File: config.mk
export PLATFORM = sky130hd
export DESIGN_NAME = sw_debounce
export DESIGN_NICKNAME = d
export VERILOG_FILES = /design/src/rtl/sw_debounce.sv
export SDC_FILE = /design/constraint.sdc
export NUM_CORES = 1
export LEC_CHECK = 0
export ABC_CLOCK_PERIOD_IN_PS = 2300
export CAP_MARGIN = 15
export CORE_AREA = 2 2 83 85
export CTS_CLUSTER_DIAMETER = 100
export DETAILED_ROUTE_END_ITERATION = 8
export DIE_AREA = 0 0 85 87
export DONT_BUFFER_PORTS = 1
export GPL_ROUTABILITY_DRIVEN = 0
export PLACE_DENSITY = 0.78
export SLEW_MARGIN = 20
export SYNTH_ARGS = -nofsm -noshare
export SYNTH_HDL_FRONTEND = slang
export SYNTH_SLANG_ARGS = --single-unit
export TNS_END_PERCENT = 1
File: constraint.sdc
create_clock -name clk -period 2.3 [get_ports clk]
set_clock_uncertainty 0.15 [all_clocks]
set_input_delay 0.46 -clock clk [delete_from_list [all_inputs] [get_ports clk]]
set_output_delay 0.46 -clock clk [all_outputs]
set_load 0.01 [all_outputs]
File: src/rtl/sw_debounce.sv
// sw_debounce: two-flop synchroniser plus per-bit tick-counted debounce filter for board switches.
// Defining SW_EDGE_EN adds registered per-bit rise/fall strobes alongside upd.
module sw_debounce #(
    parameter int WIDTH        = 10,
    parameter int TICK_DIV     = 1000,
    parameter int STABLE_TICKS = 10
) (
    input  logic             clk,
    input  logic             rstn,
    input  logic [WIDTH-1:0] SW,
    output logic [WIDTH-1:0] SW_db,
    output logic             upd
`ifdef SW_EDGE_EN
    ,
    output logic [WIDTH-1:0] rise,
    output logic [WIDTH-1:0] fall
`endif
);

    localparam int PW = (TICK_DIV > 1) ? $clog2(TICK_DIV) : 1;
    localparam int CW = $clog2(STABLE_TICKS + 1);
    localparam logic [PW-1:0] PRE_MAX = PW'(TICK_DIV - 1);
    localparam logic [CW-1:0] CNT_MAX = CW'(STABLE_TICKS - 1);

    typedef enum logic {
        ST_STABLE   = 1'b0,
        ST_COUNTING = 1'b1
    } state_t;

    logic [WIDTH-1:0] r_sync1;
    logic [WIDTH-1:0] r_sync2;
    logic [PW-1:0]    r_pre;
    logic [CW-1:0]    r_cnt [WIDTH];
    logic [WIDTH-1:0] r_db;
    logic             r_upd;

    logic             w_tick;
    state_t           w_state   [WIDTH];
    logic [CW-1:0]    w_cnt_nxt [WIDTH];
    logic [WIDTH-1:0] w_db_nxt;

    assign w_tick = (r_pre == PRE_MAX);

    always_ff @(posedge clk or negedge rstn) begin
        if (!rstn) begin
            r_pre <= '0;
        end else if (w_tick) begin
            r_pre <= '0;
        end else begin
            r_pre <= r_pre + 1'b1;
        end
    end

    // A bit is COUNTING whenever its synchronised level disagrees with the filtered output;
    // any agreeing cycle drops it back to STABLE and discards the partial count.
    always_comb begin
        w_db_nxt = r_db;
        for (int i = 0; i < WIDTH; i++) begin
            w_state[i]   = (r_sync2[i] != r_db[i]) ? ST_COUNTING : ST_STABLE;
            w_cnt_nxt[i] = '0;
            case (w_state[i])
                ST_STABLE: begin
                    w_cnt_nxt[i] = '0;
                end
                ST_COUNTING: begin
                    if (w_tick) begin
                        if (r_cnt[i] == CNT_MAX) begin
                            w_db_nxt[i] = r_sync2[i];
                        end else begin
                            w_cnt_nxt[i] = r_cnt[i] + 1'b1;
                        end
                    end else begin
                        w_cnt_nxt[i] = r_cnt[i];
                    end
                end
                default: begin
                    w_cnt_nxt[i] = '0;
                end
            endcase
        end
    end

    always_ff @(posedge clk or negedge rstn) begin
        if (!rstn) begin
            r_sync1 <= '0;
            r_sync2 <= '0;
            r_db    <= '0;
            r_upd   <= 1'b0;
            for (int i = 0; i < WIDTH; i++) begin
                r_cnt[i] <= '0;
            end
        end else begin
            r_sync1 <= SW;
            r_sync2 <= r_sync1;
            r_db    <= w_db_nxt;
            r_upd   <= (w_db_nxt != r_db);
            for (int i = 0; i < WIDTH; i++) begin
                r_cnt[i] <= w_cnt_nxt[i];
            end
        end
    end

    assign SW_db = r_db;
    assign upd   = r_upd;

`ifdef SW_EDGE_EN
    logic [WIDTH-1:0] r_rise;
    logic [WIDTH-1:0] r_fall;

    always_ff @(posedge clk or negedge rstn) begin
        if (!rstn) begin
            r_rise <= '0;
            r_fall <= '0;
        end else begin
            r_rise <= w_db_nxt & ~r_db;
            r_fall <= ~w_db_nxt & r_db;
        end
    end

    assign rise = r_rise;
    assign fall = r_fall;
`endif

endmodule
### Yosys cells after proc, flatten, opt, wreduce, memory -nomap -nowiden

Index checks and enable logic that the tools add are counted.

| operators by class | value |
|---|---|
| eq/ne operators | 32 |
| bitwise gates (word level) | 10 |
| mux-type cells | 71 |
| add/sub/neg operators | 11 |

Operator list:

| cell | number |
|---|---|
| 2-to-1 mux 4 bit | 20 |
| case mux 4 bit (2 select lines) | 10 |
| adder 4 x 1 -> 4 bit (second input constant) | 10 |
| == test 4 bit (second input constant) | 10 |
| 2-to-1 mux 1 bit | 40 |
| inequality test 2 bit (second input constant) | 10 |
| adder 10 x 1 -> 10 bit (second input constant) | 1 |
| == test 10 bit (second input constant) | 1 |
| 2-to-1 mux 10 bit | 1 |
| inequality test 1 bit | 10 |
| inequality test 10 bit | 1 |
| inverter 1 bit | 10 |

| word-level totals | value |
|---|---|
| output and inout bits | 11 |
| register bits | 81 |

### Longest topological paths before layout

| depth | value |
|---|---|
| depth in word-level cells | 5 |
| depth in mapped cells | 7 |
| depth with buffers taken out | 6 |

### Worst setup path before layout

No wires, ideal clock.

| path | value |
|---|---|
| path kind | register to register |
| start point | reg r_pre[0] |
| end point | reg r_cnt[24] (netlist name) |
| cell stages (with the launch flop) | 8 |
| clock period less this slack | 1877 ps |
| buffers on the path | 2 |
| arrival | 1649 ps |
| path slack | 423 ps |
| cells stage by stage | dfrtp_1 > ha_1 > and3_2 > nand3_4 > clkbuf_1 > clkbuf_1 > nand2_1 > a21oi_1 |

| on the way | value |
|---|---|
| cells in the longest elaborated chain, start to end | 2 |

RTL lines:

| item | RTL line | text |
|---|---|---|
| start: declaration | 32 | `logic [PW-1:0] r_pre;` |
| start signal: assignment | 50 | `r_pre <= r_pre + 1'b1;` |
| == test 10 bit | 42 | `assign w_tick = (r_pre == PRE_MAX);` |
| inequality test 2 bit (no line) | -- |  |
| end signal: indexed assignment | 98 | `r_cnt[i] <= w_cnt_nxt[i];` |
| end: declaration | 33 | `logic [CW-1:0] r_cnt [WIDTH];` |

Every way passes these cells.
A chain may end at the register's enable or synchronous reset.

### Worst setup path in the final report

| path | value |
|---|---|
| start point | reg r_pre[0] |
| end point | reg r_cnt[14] (netlist name) |

Same word-level chain as after synthesis.

==> impl_metrics.tcl <==
set metrics [dict create \
    drc 0 \
    synth_fp_nets 411 \
    setup_viol 0 \
    synth_largest_type_area_fraction_pct 52.8 \
    critPathCaptureType "flip-flop" \
    synth_xor_xnor_area_share_pct 3.65 \
    cts_resized 0 \
    synth_commonest_cells "dfrtp_1 (81), nand2_1 (46), a21oi_1 (34)" \
    io_pins 23 \
    worst_ep_arrival_time_ns 2.11 \
    ys_seq_area_share_pct 52.8 \
    finalHoldViolCount 81 \
    yosysMostFrequentCell "dfrtp_1" \
    synthAdderAreaFrac_pct 6.84 \
    finalCritPeriodShare_pct 86.7 \
    cts_buffers 9 \
    htreeDepth 3 \
    max-cap-violations 0 \
    cts_hold_buffers 10 \
    cts_setup_buffers 0 \
    ir_drop_v 0.000364 \
    ant_nets 0 \
    placed_area_sq_um 3970 \
    required_ns 2.42 \
    syn_avg_cell_area_sq_um 10.2 \
    synth.largest_area_cell "dfrtp_1" \
    clock_path_buffers 2 \
    grt_start_max_net_pins 82 \
    wl_per_cell_um 13.5 \
    worstRegToRegCells 6 \
    path_class "flip-flop to flip-flop" \
    yosysWarnings 0 \
    path_clk_slew_ns 0.09 \
    drt_iter0_drc 185 \
    max_freq_mhz 502 \
    area.growth.synth_to_final_pct 11.8 \
    status "finished with violations" \
    timing.rr.end "r_cnt[14]" \
    power_density_nw_per_um2 616 \
    synth_seq_cells 81 \
    whs_ns -0.352 \
    synth.distinct_cells 37 \
    worstReg2RegStart "r_pre[0]" \
    initial_core_util_pct 58.5 \
    rrSetupSlack_ns 0.31 \
    netlist_top_cells_area "dfrtp_1 (53%), ha_1 (6.8%), nand2_1 (4.5%)" \
    core-area_sq_um 6570 \
    die_h_um 87 \
    first_pass_iters 4 \
    p_total_w 0.00264 \
    hpwl_um 4280 \
    syn-instance-count 378 \
    start_kind "flip-flop" \
    clock_sinks 81 \
    synth_top_family_by_area "simple AND/OR/NAND/NOR gates" \
    worstSetupStartpoint "r_pre[0]" \
    viasPerCell 5.75 \
    cp_max_fo 44 \
    synth_mux_area_share_pct 3.19 \
    period_minus_slack_ns 1.99 \
    clk_latency_ns 0.35 \
    grt_pass1_wl_um 11500 \
    io_buffer_count 0 \
    rsz0062_at_grt "no" \
    violations "hold timing" \
    rows 30 \
    synthFlopType "dfrtp_1" \
    grt_overflow 0 \
    synth-async-reset-ratio_pct 100 \
    tns_ns 0 \
    synth-edff-count 0 \
    fill_cells 471 \
    maxSlewHeadroom_pct 68.5 \
    netlist_area_sq_um 3840 \
    diodes 0 \
    first_global_vias 2776 \
    vias 2748 \
    fin_area_sq_um 4290 \
    slew_violations 0 \
    leakage_nw 1.85 \
    hold_class "input port to asynchronous set/reset pin" \
    worstSetupEndpoint "r_cnt[14]" \
    tightest_slew_ns 0.469 \
    fp.dieW_um 85 \
    synth-simple-area-share_pct 19.0 \
    antenna_found_initial 0 \
    root_buffer "clkbuf_8" \
    dieArea_sq_um 7400 \
    synth_compound_area_share_pct 11.1 \
    drive_gt1_share_pct 8.79 \
    grt_usage_pct 19.3 \
    nets 426 \
    routed_wirelength_um 6460 \
    cts_tree "yes" \
]
logic make-up (layout without fill, tap and decap cells):
kind of cell / after synthesis / count (layout)
AOI/OAI and AO/OA: 74 / 74
buffers and inverters: 32 / 52
DFF: 81 / 81
adders and majority gates: 21 / 21
and+or+nand+nor: 143 / 143
muxes: 11 / 11
xor gates and xnor gates: 16 / 16
routing by layer:
| metal | vias up | GRT usage (%) | part of all wire (%) |
|---|---|---|---|
| met5 | - | 0 | 0 |
| met4 | 0 | 9.24 | 1.6 |
| met3 | 12 | 3.89 | 3.4 |
| met2 | 47 | 33.5 | 50 |
| met1 | 1348 | 23.1 | 45 |
| li1 | 1341 | - | - |
cell usage in the layout (no fill, tap or decap), types with 4 or more instances in the layout:
master          n
clkbuf_8        9
ha_1           21
a31oi_1         9
o21a_1          9
o21ai_0        12
nand2_1        46
dlygate4sd3_1  10
nand3b_1       12
or4_1           9
a21oi_1        34
o22ai_1         5
mux2_2         10
nand3_1        12
xor2_1          4
xnor2_1        12
nor2_1         32
dfrtp_1        81
inv_1          20
or3_1          18
stage by stage:
stage / utilization, % / setup WS [ns] / cells
5_1_grt: 65.3 / 0.172 / 478
6_report: 65.3 / 0.306 / 478
3_3_place_gp: 60.4 / 0.387 / 452
4_1_cts: 65.3 / 0.293 / 478
2_1_floorplan: - / 0.423 / 378
3_5_place_dp: 60.4 / 0.294 / 452
power by group:
part           internal [W]  switching [W]
registers           0.00144     0.00000835
logic             0.0000239      0.0000187
clock network      0.000622       0.000531
total               0.00209       0.000558
sequential cells by signal, indices dropped and copies added (netlist names):
register and cells:
r_cnt 40, upd 1, r_sync1 10, r_sync2 10, SW_db 10, r_pre 10
critical path, stage by stage, from the launching register on:
cell     delay, ns
dfrtp_1       0.37
ha_1          0.21
and3_2        0.27
nand3_4       0.11
buf_12        0.19
or4_1         0.47
a21oi_1       0.15
cell type report:
class	count	area [sq um]	share of cell area, %
clock buffer	9	124	2.89
clock inverter	7	103	2.39
inverter	20	75.1	1.75
multi-input combinational	265	1680	39.2
sequential	81	2030	47.2
tap	80	100	2.33
timing repair buffer	16	183	4.26
worst min-delay path by stage:
| stage | slack, ns | startpoint | cells after the start | end |
|---|---|---|---|---|
| after floorplan | 0.01 | rstn | 0 | SW_db[0] |
| after global placement | 0.02 | rstn | 0 | r_sync2[2] |
| after detailed placement | 0.02 | rstn | 0 | r_sync2[9] |
| after CTS | -0.37 | rstn | 0 | r_sync2[1] |
| after global routing | -0.37 | rstn | 0 | r_cnt[32] |
| final | -0.35 | rstn | 0 | r_sync2[2] |
Note: power is estimated with default switching activity, not from simulation.
